`src/rtl/dmem_responder.sv`:
```
// dmem_responder
//   Memory-side responder for a core load/store port. One request is accepted per handshake
//   while idle; after WAIT_CYCLES wait states the access executes on a little-endian word
//   array and a single-cycle response strobe is returned.
//
// Optional feature macro: DMEM_ERR_EN
//   defined   : misaligned H/W accesses and funct3 in {011,110,111} return rsp_err = 1,
//               rsp_rdata = 0, and never write the array.
//   undefined : addresses are aligned down to the access size, illegal funct3 acts as a
//               word access, rsp_err is always 0.
//
// Ports
//   clk        global clock
//   reset      asynchronous, active-high reset
//   req_valid  request present
//   req_ready  responder can accept a request (idle)
//   req_we     store request
//   req_re     load request
//   req_addr   byte address
//   req_wdata  store data, right-aligned
//   req_funct3 access size/sign: 000 B, 001 H, 010 W, 100 BU, 101 HU
//   rsp_valid  one-cycle response strobe
//   rsp_rdata  extended load data (0 for stores and errors)
//   rsp_err    access error
//   busy       request in flight
module dmem_responder #(
    parameter int unsigned DATA_W      = 32,
    parameter int unsigned DM_ADDRESS  = 9,
    parameter int unsigned WAIT_CYCLES = 1
) (
    input  logic                  clk,
    input  logic                  reset,
    input  logic                  req_valid,
    output logic                  req_ready,
    input  logic                  req_we,
    input  logic                  req_re,
    input  logic [DM_ADDRESS-1:0] req_addr,
    input  logic [DATA_W-1:0]     req_wdata,
    input  logic [2:0]            req_funct3,
    output logic                  rsp_valid,
    output logic [DATA_W-1:0]     rsp_rdata,
    output logic                  rsp_err,
    output logic                  busy
);

    localparam int unsigned DEPTH    = 2 ** (DM_ADDRESS - 2);
    localparam bit          NO_WAIT  = (WAIT_CYCLES == 0);
    localparam logic [3:0]  CNT_INIT = (WAIT_CYCLES == 0) ? 4'd0 : 4'(WAIT_CYCLES - 1);

    localparam logic [1:0] ST_IDLE = 2'd0;
    localparam logic [1:0] ST_WAIT = 2'd1;
    localparam logic [1:0] ST_RESP = 2'd2;

    logic [1:0]            state_q, state_d;
    logic [3:0]            cnt_q, cnt_d;
    logic [DM_ADDRESS-1:0] addr_q, addr_d;
    logic [DATA_W-1:0]     wdata_q, wdata_d;
    logic [2:0]            funct3_q, funct3_d;
    logic                  we_q, we_d;
    logic [DATA_W-1:0]     rdata_q, rdata_d;
    logic                  err_q, err_d;

    logic capture;
    logic exec;

    logic [31:0] mem [DEPTH];

    // ---------------------------------------------------------------------------------------
    // Control FSM
    // ---------------------------------------------------------------------------------------
    always_comb begin
        state_d = state_q;
        cnt_d   = cnt_q;
        capture = 1'b0;
        exec    = 1'b0;
        case (state_q)
            ST_IDLE: begin
                if (req_valid) begin
                    capture = 1'b1;
                    // A handshake with neither we nor re is consumed silently.
                    if (req_we || req_re) begin
                        if (NO_WAIT) begin
                            state_d = ST_RESP;
                            exec    = 1'b1;
                        end else begin
                            state_d = ST_WAIT;
                            cnt_d   = CNT_INIT;
                        end
                    end
                end
            end
            ST_WAIT: begin
                if (cnt_q == 4'd0) begin
                    state_d = ST_RESP;
                    exec    = 1'b1;
                end else begin
                    cnt_d = cnt_q - 4'd1;
                end
            end
            ST_RESP: begin
                state_d = ST_IDLE;
            end
            default: begin
                state_d = ST_IDLE;
            end
        endcase
    end

    // ---------------------------------------------------------------------------------------
    // Execution operands: with zero wait states the access runs on the accept edge, so the
    // live request is used; otherwise the latched copy is used.
    // ---------------------------------------------------------------------------------------
    logic                  sel_live;
    logic [DM_ADDRESS-1:0] x_addr;
    logic [DATA_W-1:0]     x_wdata;
    logic [2:0]            x_funct3;
    logic                  x_we;
    logic [DM_ADDRESS-3:0] x_idx;
    logic [1:0]            x_lane;
    logic                  x_err;

    assign sel_live = (state_q == ST_IDLE);
    assign x_addr   = sel_live ? req_addr   : addr_q;
    assign x_wdata  = sel_live ? req_wdata  : wdata_q;
    assign x_funct3 = sel_live ? req_funct3 : funct3_q;
    assign x_we     = sel_live ? req_we     : we_q;
    assign x_idx    = x_addr[DM_ADDRESS-1:2];
    assign x_lane   = x_addr[1:0];

`ifdef DMEM_ERR_EN
    logic x_misaligned;
    logic x_illegal;

    always_comb begin
        x_misaligned = 1'b0;
        case (x_funct3[1:0])
            2'b01:   x_misaligned = x_lane[0];
            2'b10:   x_misaligned = (x_lane != 2'b00);
            default: x_misaligned = 1'b0;
        endcase
    end

    assign x_illegal = (x_funct3 == 3'b011) || (x_funct3 == 3'b110) || (x_funct3 == 3'b111);
    assign x_err     = x_misaligned || x_illegal;
`else
    assign x_err = 1'b0;
`endif

    // ---------------------------------------------------------------------------------------
    // Store path: byte enables and lane-replicated write data
    // ---------------------------------------------------------------------------------------
    logic [3:0]  wr_be;
    logic [31:0] wr_data;
    logic        mem_we;

    always_comb begin
        wr_be   = 4'b1111;
        wr_data = x_wdata;
        case (x_funct3[1:0])
            2'b00: begin
                wr_be   = 4'b0001 << x_lane;
                wr_data = {4{x_wdata[7:0]}};
            end
            2'b01: begin
                // Half lane chosen by addr[1] only, which aligns odd addresses down.
                wr_be   = x_lane[1] ? 4'b1100 : 4'b0011;
                wr_data = {2{x_wdata[15:0]}};
            end
            default: begin
                wr_be   = 4'b1111;
                wr_data = x_wdata;
            end
        endcase
    end

    // reset gating only matters for the zero-wait build, where exec comes straight from IDLE.
    assign mem_we = exec && x_we && !x_err && !reset;

    always_ff @(posedge clk) begin
        if (mem_we) begin
            for (int i = 0; i < 4; i++) begin
                if (wr_be[i]) begin
                    mem[x_idx][8*i +: 8] <= wr_data[8*i +: 8];
                end
            end
        end
    end

    // ---------------------------------------------------------------------------------------
    // Load path: lane select and extension
    // ---------------------------------------------------------------------------------------
    logic [31:0] rd_word;
    logic [7:0]  rd_byte;
    logic [15:0] rd_half;
    logic [31:0] ld_data;

    assign rd_word = mem[x_idx];
    assign rd_half = x_lane[1] ? rd_word[31:16] : rd_word[15:0];

    always_comb begin
        rd_byte = rd_word[7:0];
        case (x_lane)
            2'd0:    rd_byte = rd_word[7:0];
            2'd1:    rd_byte = rd_word[15:8];
            2'd2:    rd_byte = rd_word[23:16];
            default: rd_byte = rd_word[31:24];
        endcase
    end

    always_comb begin
        ld_data = rd_word;
        case (x_funct3)
            3'b000:  ld_data = {{24{rd_byte[7]}}, rd_byte};
            3'b001:  ld_data = {{16{rd_half[15]}}, rd_half};
            3'b100:  ld_data = {24'd0, rd_byte};
            3'b101:  ld_data = {16'd0, rd_half};
            default: ld_data = rd_word;
        endcase
    end

    // ---------------------------------------------------------------------------------------
    // Request latch and response registers (response fields hold until the next access)
    // ---------------------------------------------------------------------------------------
    always_comb begin
        addr_d   = capture ? req_addr   : addr_q;
        wdata_d  = capture ? req_wdata  : wdata_q;
        funct3_d = capture ? req_funct3 : funct3_q;
        we_d     = capture ? req_we     : we_q;
        rdata_d  = rdata_q;
        err_d    = err_q;
        if (exec) begin
            rdata_d = (x_we || x_err) ? '0 : ld_data;
            err_d   = x_err;
        end
    end

    always_ff @(posedge clk or posedge reset) begin
        if (reset) begin
            state_q  <= ST_IDLE;
            cnt_q    <= 4'd0;
            addr_q   <= '0;
            wdata_q  <= '0;
            funct3_q <= 3'd0;
            we_q     <= 1'b0;
            rdata_q  <= '0;
            err_q    <= 1'b0;
        end else begin
            state_q  <= state_d;
            cnt_q    <= cnt_d;
            addr_q   <= addr_d;
            wdata_q  <= wdata_d;
            funct3_q <= funct3_d;
            we_q     <= we_d;
            rdata_q  <= rdata_d;
            err_q    <= err_d;
        end
    end

    assign req_ready = (state_q == ST_IDLE);
    assign rsp_valid = (state_q == ST_RESP);
    assign busy      = (state_q != ST_IDLE);
    assign rsp_rdata = rdata_q;
    assign rsp_err   = err_q;

endmodule

```
`config.mk`:
```
export PLATFORM = sky130hd
export DESIGN_NAME = dmem_responder
export DESIGN_NICKNAME = d
export VERILOG_FILES = /design/src/rtl/dmem_responder.sv
export SDC_FILE = /design/constraint.sdc
export NUM_CORES = 2
export LEC_CHECK = 0
export BUFFER_PORTS_ARGS = -buffer_cell sky130_fd_sc_hd__buf_2
export CORE_ASPECT_RATIO = 1.5
export CORE_MARGIN = 1
export CORE_UTILIZATION = 31
export CTS_CLUSTER_DIAMETER = 50
export DETAILED_ROUTE_END_ITERATION = 8
export RECOVER_POWER = 50
export SLEW_MARGIN = 20
export SYNTH_ARGS = -nofsm -noshare
export SYNTH_HDL_FRONTEND = slang
export SYNTH_SLANG_ARGS = --single-unit
```
`constraint.sdc`:
```
create_clock -name clk -period 20.2 [get_ports clk]
set_input_delay 1.01 -clock clk [delete_from_list [all_inputs] [get_ports clk]]
set_output_delay 1.01 -clock clk [all_outputs]
set_load 0.02 [all_outputs]
```
# Word level (Yosys, flattened, before mapping)
# Memories as Yosys holds them, arrays and structs flattened.
# Index checks and enable logic that the tools add are counted.
# Widths: inputs -> output; s select.
op_classes:
  add_sub_neg: 1
  n_reduce_logical: 13
  eq_ne: 12
  mux: 35
  shifts: 1
op_table:
  columns: ["op", "n"]
  rows:
  - ["$pmux 32 s4", 1]
  - ["$mux 32", 2]
  - ["$pmux 32 s2", 1]
  - ["$pmux 8 s3", 1]
  - ["$mux 1", 17]
  - ["$mux 16", 1]
  - ["$mux 4", 4]
  - ["$pmux 4 s2", 2]
  - ["$mux 9", 1]
  - ["$eq 2x1->1 const B", 3]
  - ["$eq 3x3->1 const B", 2]
  - ["$logic_not 2->1", 3]
  - ["$mux 2", 3]
  - ["$ne 2x2->1 const B", 3]
  - ["$eq 2x2->1 const B", 2]
  - ["$logic_not 4->1", 1]
  - ["$pmux 2 s2", 1]
  - ["$reduce_and 4->1", 1]
  - ["$reduce_bool 2->1", 2]
  - ["$shl 1x2->4 const A", 1]
  - ["$sub 4x1->4 const B", 1]
  - ["$eq 3x1->1 const B", 1]
  - ["$logic_not 3->1", 1]
  - ["$mux 3", 1]
  - ["other kinds (5)", 6]
totals:
  elab_cells: 70
  ram_bits: 4096
  n_memories: 1
  ff_bits: 83
  input_bits: 49
  out_inout_bits: 36
mem_list:
  columns: ["name", "depth", "word_bits", "rd", "rd_clocked_by_memory_dff", "write_ports", "line_no", "rtl"]
  rows:
  - ["mem", 128, 32, 1, 0, 1, "66", "logic [31:0] mem [DEPTH];"]

# Logic depth before layout (Yosys ltp)
depth:
  word_depth: 7
  depth_mapped: 20
  mapped_depth_nobuf: 12

# Worst setup path before layout
# No wires, ideal clock.
synth_path:
  kind: "register to register"
  start: "reg state_q[1]"
  end: "mem mem[0][24], data pin"
  path_buffers: 5
  synth_period_minus_slack_ns: 10.144
  path_stages_with_launch: 12
  arrival_time_ns: 8.944
  setup_slack_ns: 10.056
  path_cell_list: "dfrtp_1 buf_6 or2_1 buf_6 clkinv_4 clkbuf_1 clkbuf_1 buf_1 nand2_1 nand2_1 a21oi_1 o21ai_0"
synth_via:
  elab_chain_cells: 4
  elab_cells_between_ends: 6
  cone_classes: "eq/ne (1); mux (3); reduce/logical (2)"
synth_lines:
  columns: ["item", "line_no", "rtl"]
  rows:
  - ["start: declaration", "54", "logic [1:0] state_q, state_d;"]
  - ["start signal: assignment", "248", "state_q <= state_d;"]
  - ["$logic_not 2->1 (*)", "122", "assign sel_live = (state_q == ST_IDLE);"]
  - ["$mux 3", "125", "assign x_funct3 = sel_live ? req_funct3 : funct3_q;"]
  - ["$eq 2x1->1 / $logic_not 2->1 (equally long branches)", "159", "case (x_funct3[1:0])"]
  - ["$pmux 32 s2 (*)", "159", null]
  - ["via wr_data[24]", "153", "logic [31:0] wr_data;"]
  - ["end: declaration", "66", null]
# The timed path passes the listed nets; every way through them passes the cells marked *.

# Final worst setup path
layout_path:
  start: "reg state_q[0]"
  end: "mem mem[6][15], data pin"
# The elaborated chain is that of the path after synthesis.

==> impl_metrics.json <==
{
  "cts_setup_buffers": 0,
  "antenna_found_initial": 24,
  "clkSinkCount": 4179,
  "clockPowerShare_pct": 22.3,
  "synth_area_per_cell_um2": 15.79,
  "synth_cell_types": 86,
  "synthArstFlopShare_pct": 1.986,
  "yosys-top-cells-area": "edfxtp_1, o22ai_1, nor3_1, nand2_1, o221ai_1",
  "p_int_mw": 18.62,
  "drive_above_1_share_pct": 12.16,
  "rrSetupSlack_ns": 8.33,
  "cts_resized": 0,
  "synth_top_area_share_pct": 77.50,
  "fin_crit_sh_pct": 58.79,
  "ys_dominant_reg_cell": "edfxtp_1",
  "hp-class": "input port to register",
  "slew_viol_final": 3420,
  "r2r_start": "state_q[0]",
  "die_x_um": 586.2,
  "fillers": 47970,
  "ioPinCount": 85,
  "wirelength_um": 534600,
  "drtIter0Drc": 12110,
  "numCtsBuffers": 363,
  "reg2reg_to": "mem[6][15]",
  "peakVddDrop_uv": 163.6,
  "post-dp-hpwl_um": 334600,
  "gp_congestion": 0.9532,
  "pre_cts_slack_ns": 12.13,
  "cpMaxStageDelayCell": "clkbuf_1",
  "nets": 10420,
  "timing.hold.ws_ns": 0.2878,
  "final-seq-area_um2": 125100,
  "ant_nets": 0,
  "seqPwrFrac_pct": 39.7,
  "p_sw_mw": 12.91,
  "tightest_slew_ns": 4.746,
  "via_count": 99510,
  "crit_required_ns": 20.36,
  "core_area_um2": 509700,
  "ys_seq_elements": 4179,
  "grt_max_degree": 129,
  "slew_headroom_pct": -216.4,
  "yosysSeqAreaShare_pct": 78.81,
  "grt_usage_pct": 20.17,
  "crit_top_cell": "clkbuf_1",
  "cts_tree": "done",
  "slowest_delay_ns": 2.98,
  "cts_root_buf": "clkbuf_16",
  "violations": "capacitance limit, slew limit",
  "netlist_area_um2": 158700,
  "critPathArrivalTime_ns": 12.03,
  "instances_no_fill": 17450,
  "grt_overflow_total": 0,
  "mostFrequentLayoutCells": "edfxtp_1, o22ai_1, nand2_1",
  "hold_violations": 0,
  "clock_path_buffers": 4,
  "start_util_pct": 31.14,
  "crit_start": "state_q[0]",
  "clock.fmax_ghz": 0.08421,
  "dieHeight_um": 878.3,
  "power_density_nw_per_um2": 174.1,
  "fin_skew_ns": 0.09593,
  "syn_inst": 10050,
  "dieArea_um2": 514900,
  "post-route-min-period_ns": 11.87,
  "via_per_inst": 5.702,
  "cts_max_level": 5,
  "combPwrFrac_pct": 38.0,
  "ys_warn_count": 0,
  "outcome": "finished, violations left",
  "path_cells": "or2_2 > clkinvlp_2 > a21oi_1 > clkbuf_1 > nand2_1 > mux2i_4 > clkbuf_1 > clkbuf_1",
  "swShare_pct": 40.95,
  "worstHoldStart": "req_wdata[12]",
  "drc": 0,
  "holdBufCountCts": 0,
  "fin_ws_ns": 8.325,
  "totalNegativeSetupSlack_ns": 0,
  "cts.clk_slew.worst_paths_ns": 0.07,
  "cellLeakagePower_nw": 55.22,
  "io_buffers": 83,
  "clock_insertion_delay_worst_skew_ns": 0.97,
  "drt_pass1_iterations": 6,
  "grt_pass1_wl_um": 747700,
  "finalPower_mw": 31.52,
  "setup.worst_path.end_class": "register",
  "reg2regPathDepth": 8,
  "worst_setup_path_start_kind": "register",
  "rsz0062_at_grt": "no",
  "synth_edf_count": 4096,
  "final_common_cell": "edfxtp_1",
  "path_max_fanout": 77,
  "grt_pass1_vias": 96640,
  "dpl.cell_count": 16790,
  "syn_nets": 10100,
  "setup_viol": 0,
  "num_rows": 321,
  "endpoint": "mem[6][15]",
  "syn2layout_area_growth_pct": 14.06,
  "multi_input_area_um2": 30740,
  "wl_per_cell_um": 30.63,
  "cap_violations": 72,
  "synth_top_cell_by_area": "edfxtp_1",
  "critPathKind": "register to register"
}
synth_stat cells, types with 11 or more instances:
| cell type | n |
|---|---|
| edfxtp_1 | 4096 |
| o22ai_1 | 1205 |
| nor3_1 | 789 |
| nand2_1 | 734 |
| buf_2 | 365 |
| nor2_1 | 319 |
| clkbuf_1 | 279 |
| o221ai_1 | 277 |
| o21ai_0 | 266 |
| nand3_1 | 232 |
| a21oi_1 | 216 |
| mux2i_1 | 124 |
| o22a_1 | 123 |
| a31oi_1 | 108 |
| a211oi_1 | 93 |
| and3_1 | 87 |
| buf_1 | 84 |
| dfrtp_1 | 83 |
| mux2_2 | 53 |
| nor4_1 | 52 |
| buf_4 | 48 |
| a32oi_1 | 45 |
| o41ai_1 | 29 |
| buf_6 | 25 |
| a22o_1 | 24 |
| o31ai_1 | 23 |
| a222oi_1 | 22 |
| inv_1 | 21 |
| o211ai_1 | 17 |
| nand4_1 | 14 |
| a2111oi_0 | 11 |
| nand2b_1 | 11 |
power by group through the flow:
stage,clock network (mW),registers [mW],logic (mW)
5_1_grt,7.35,12.5,12.3
3_5_place_dp,0,12.4,11.8
3_3_place_gp,0,12.4,11.7
6_report,7.02,12.5,12.0
2_1_floorplan,0,12.9,5.95
4_1_cts,7.06,12.2,11.8
layout make-up:
type                    count  area share (%)
clock buffers             440           5.278
repair buffers            756           2.754
multi-input cells        5048           16.98
diodes                     16         0.02212
inverters                  22         0.04908
well taps                6783           4.689
flip-flops and latches   4179           69.10
clock inverters           209           1.130
flip-flops by register name, summed over array words and instances, names as in the netlist:
name and count:
rsp_rdata 32, we_q 1, state_q 2, funct3_q 3, wdata_q 32, mem 4096, addr_q 9, cnt_q 4
cell families after synthesis:
| group | synth area share [%] |
|---|---|
| other | 0.002363 |
| adder cells (fa/ha/maj) | 0.007883 |
| multiplexers | 1.172 |
| AND/OR/NAND/NOR | 6.655 |
| flip-flops | 78.81 |
| AO/OA/AOI/OAI | 10.86 |
| XOR/XNOR | 0.01104 |
| buffers and inverters | 2.479 |
how the worst min path moves through the flow:
stage	end	slack, ns	cells past startpoint
4_1_cts	wdata_q[6]	0.04	2
3_3_place_gp	wdata_q[11]	0.49	1
2_1_floorplan	wdata_q[10]	0.48	1
5_1_grt	wdata_q[10]	0.29	2
3_5_place_dp	wdata_q[10]	0.49	1
6_report	wdata_q[12]	0.29	2
critical path, delay by kind of cell, from the launching register on:
| family | cells | cell delay [ns] |
|---|---|---|
| compound gates | 1 | 1.27 |
| buf+inv | 4 | 7.84 |
| flops | 1 | 0.79 |
| mux | 1 | 0.26 |
| simple gates | 2 | 0.72 |
metal layers:
layer	vias up	track usage (%)	share of wire (%)
met1	51490	22.77	34
met2	5386	34.13	49
met5	-	0	0.025
met4	16	15.65	9.1
li1	41310	-	-
met3	1310	3.094	7.9
per-stage QoR:
step	area [um2]	utilization [%]
after floorplan	158700	-
after global placement	170200	33.40
after detailed placement	170300	33.42
after CTS	181900	35.70
after global routing	181000	35.51
final	181000	35.52
Note: power is estimated with default switching activity, not from simulation.
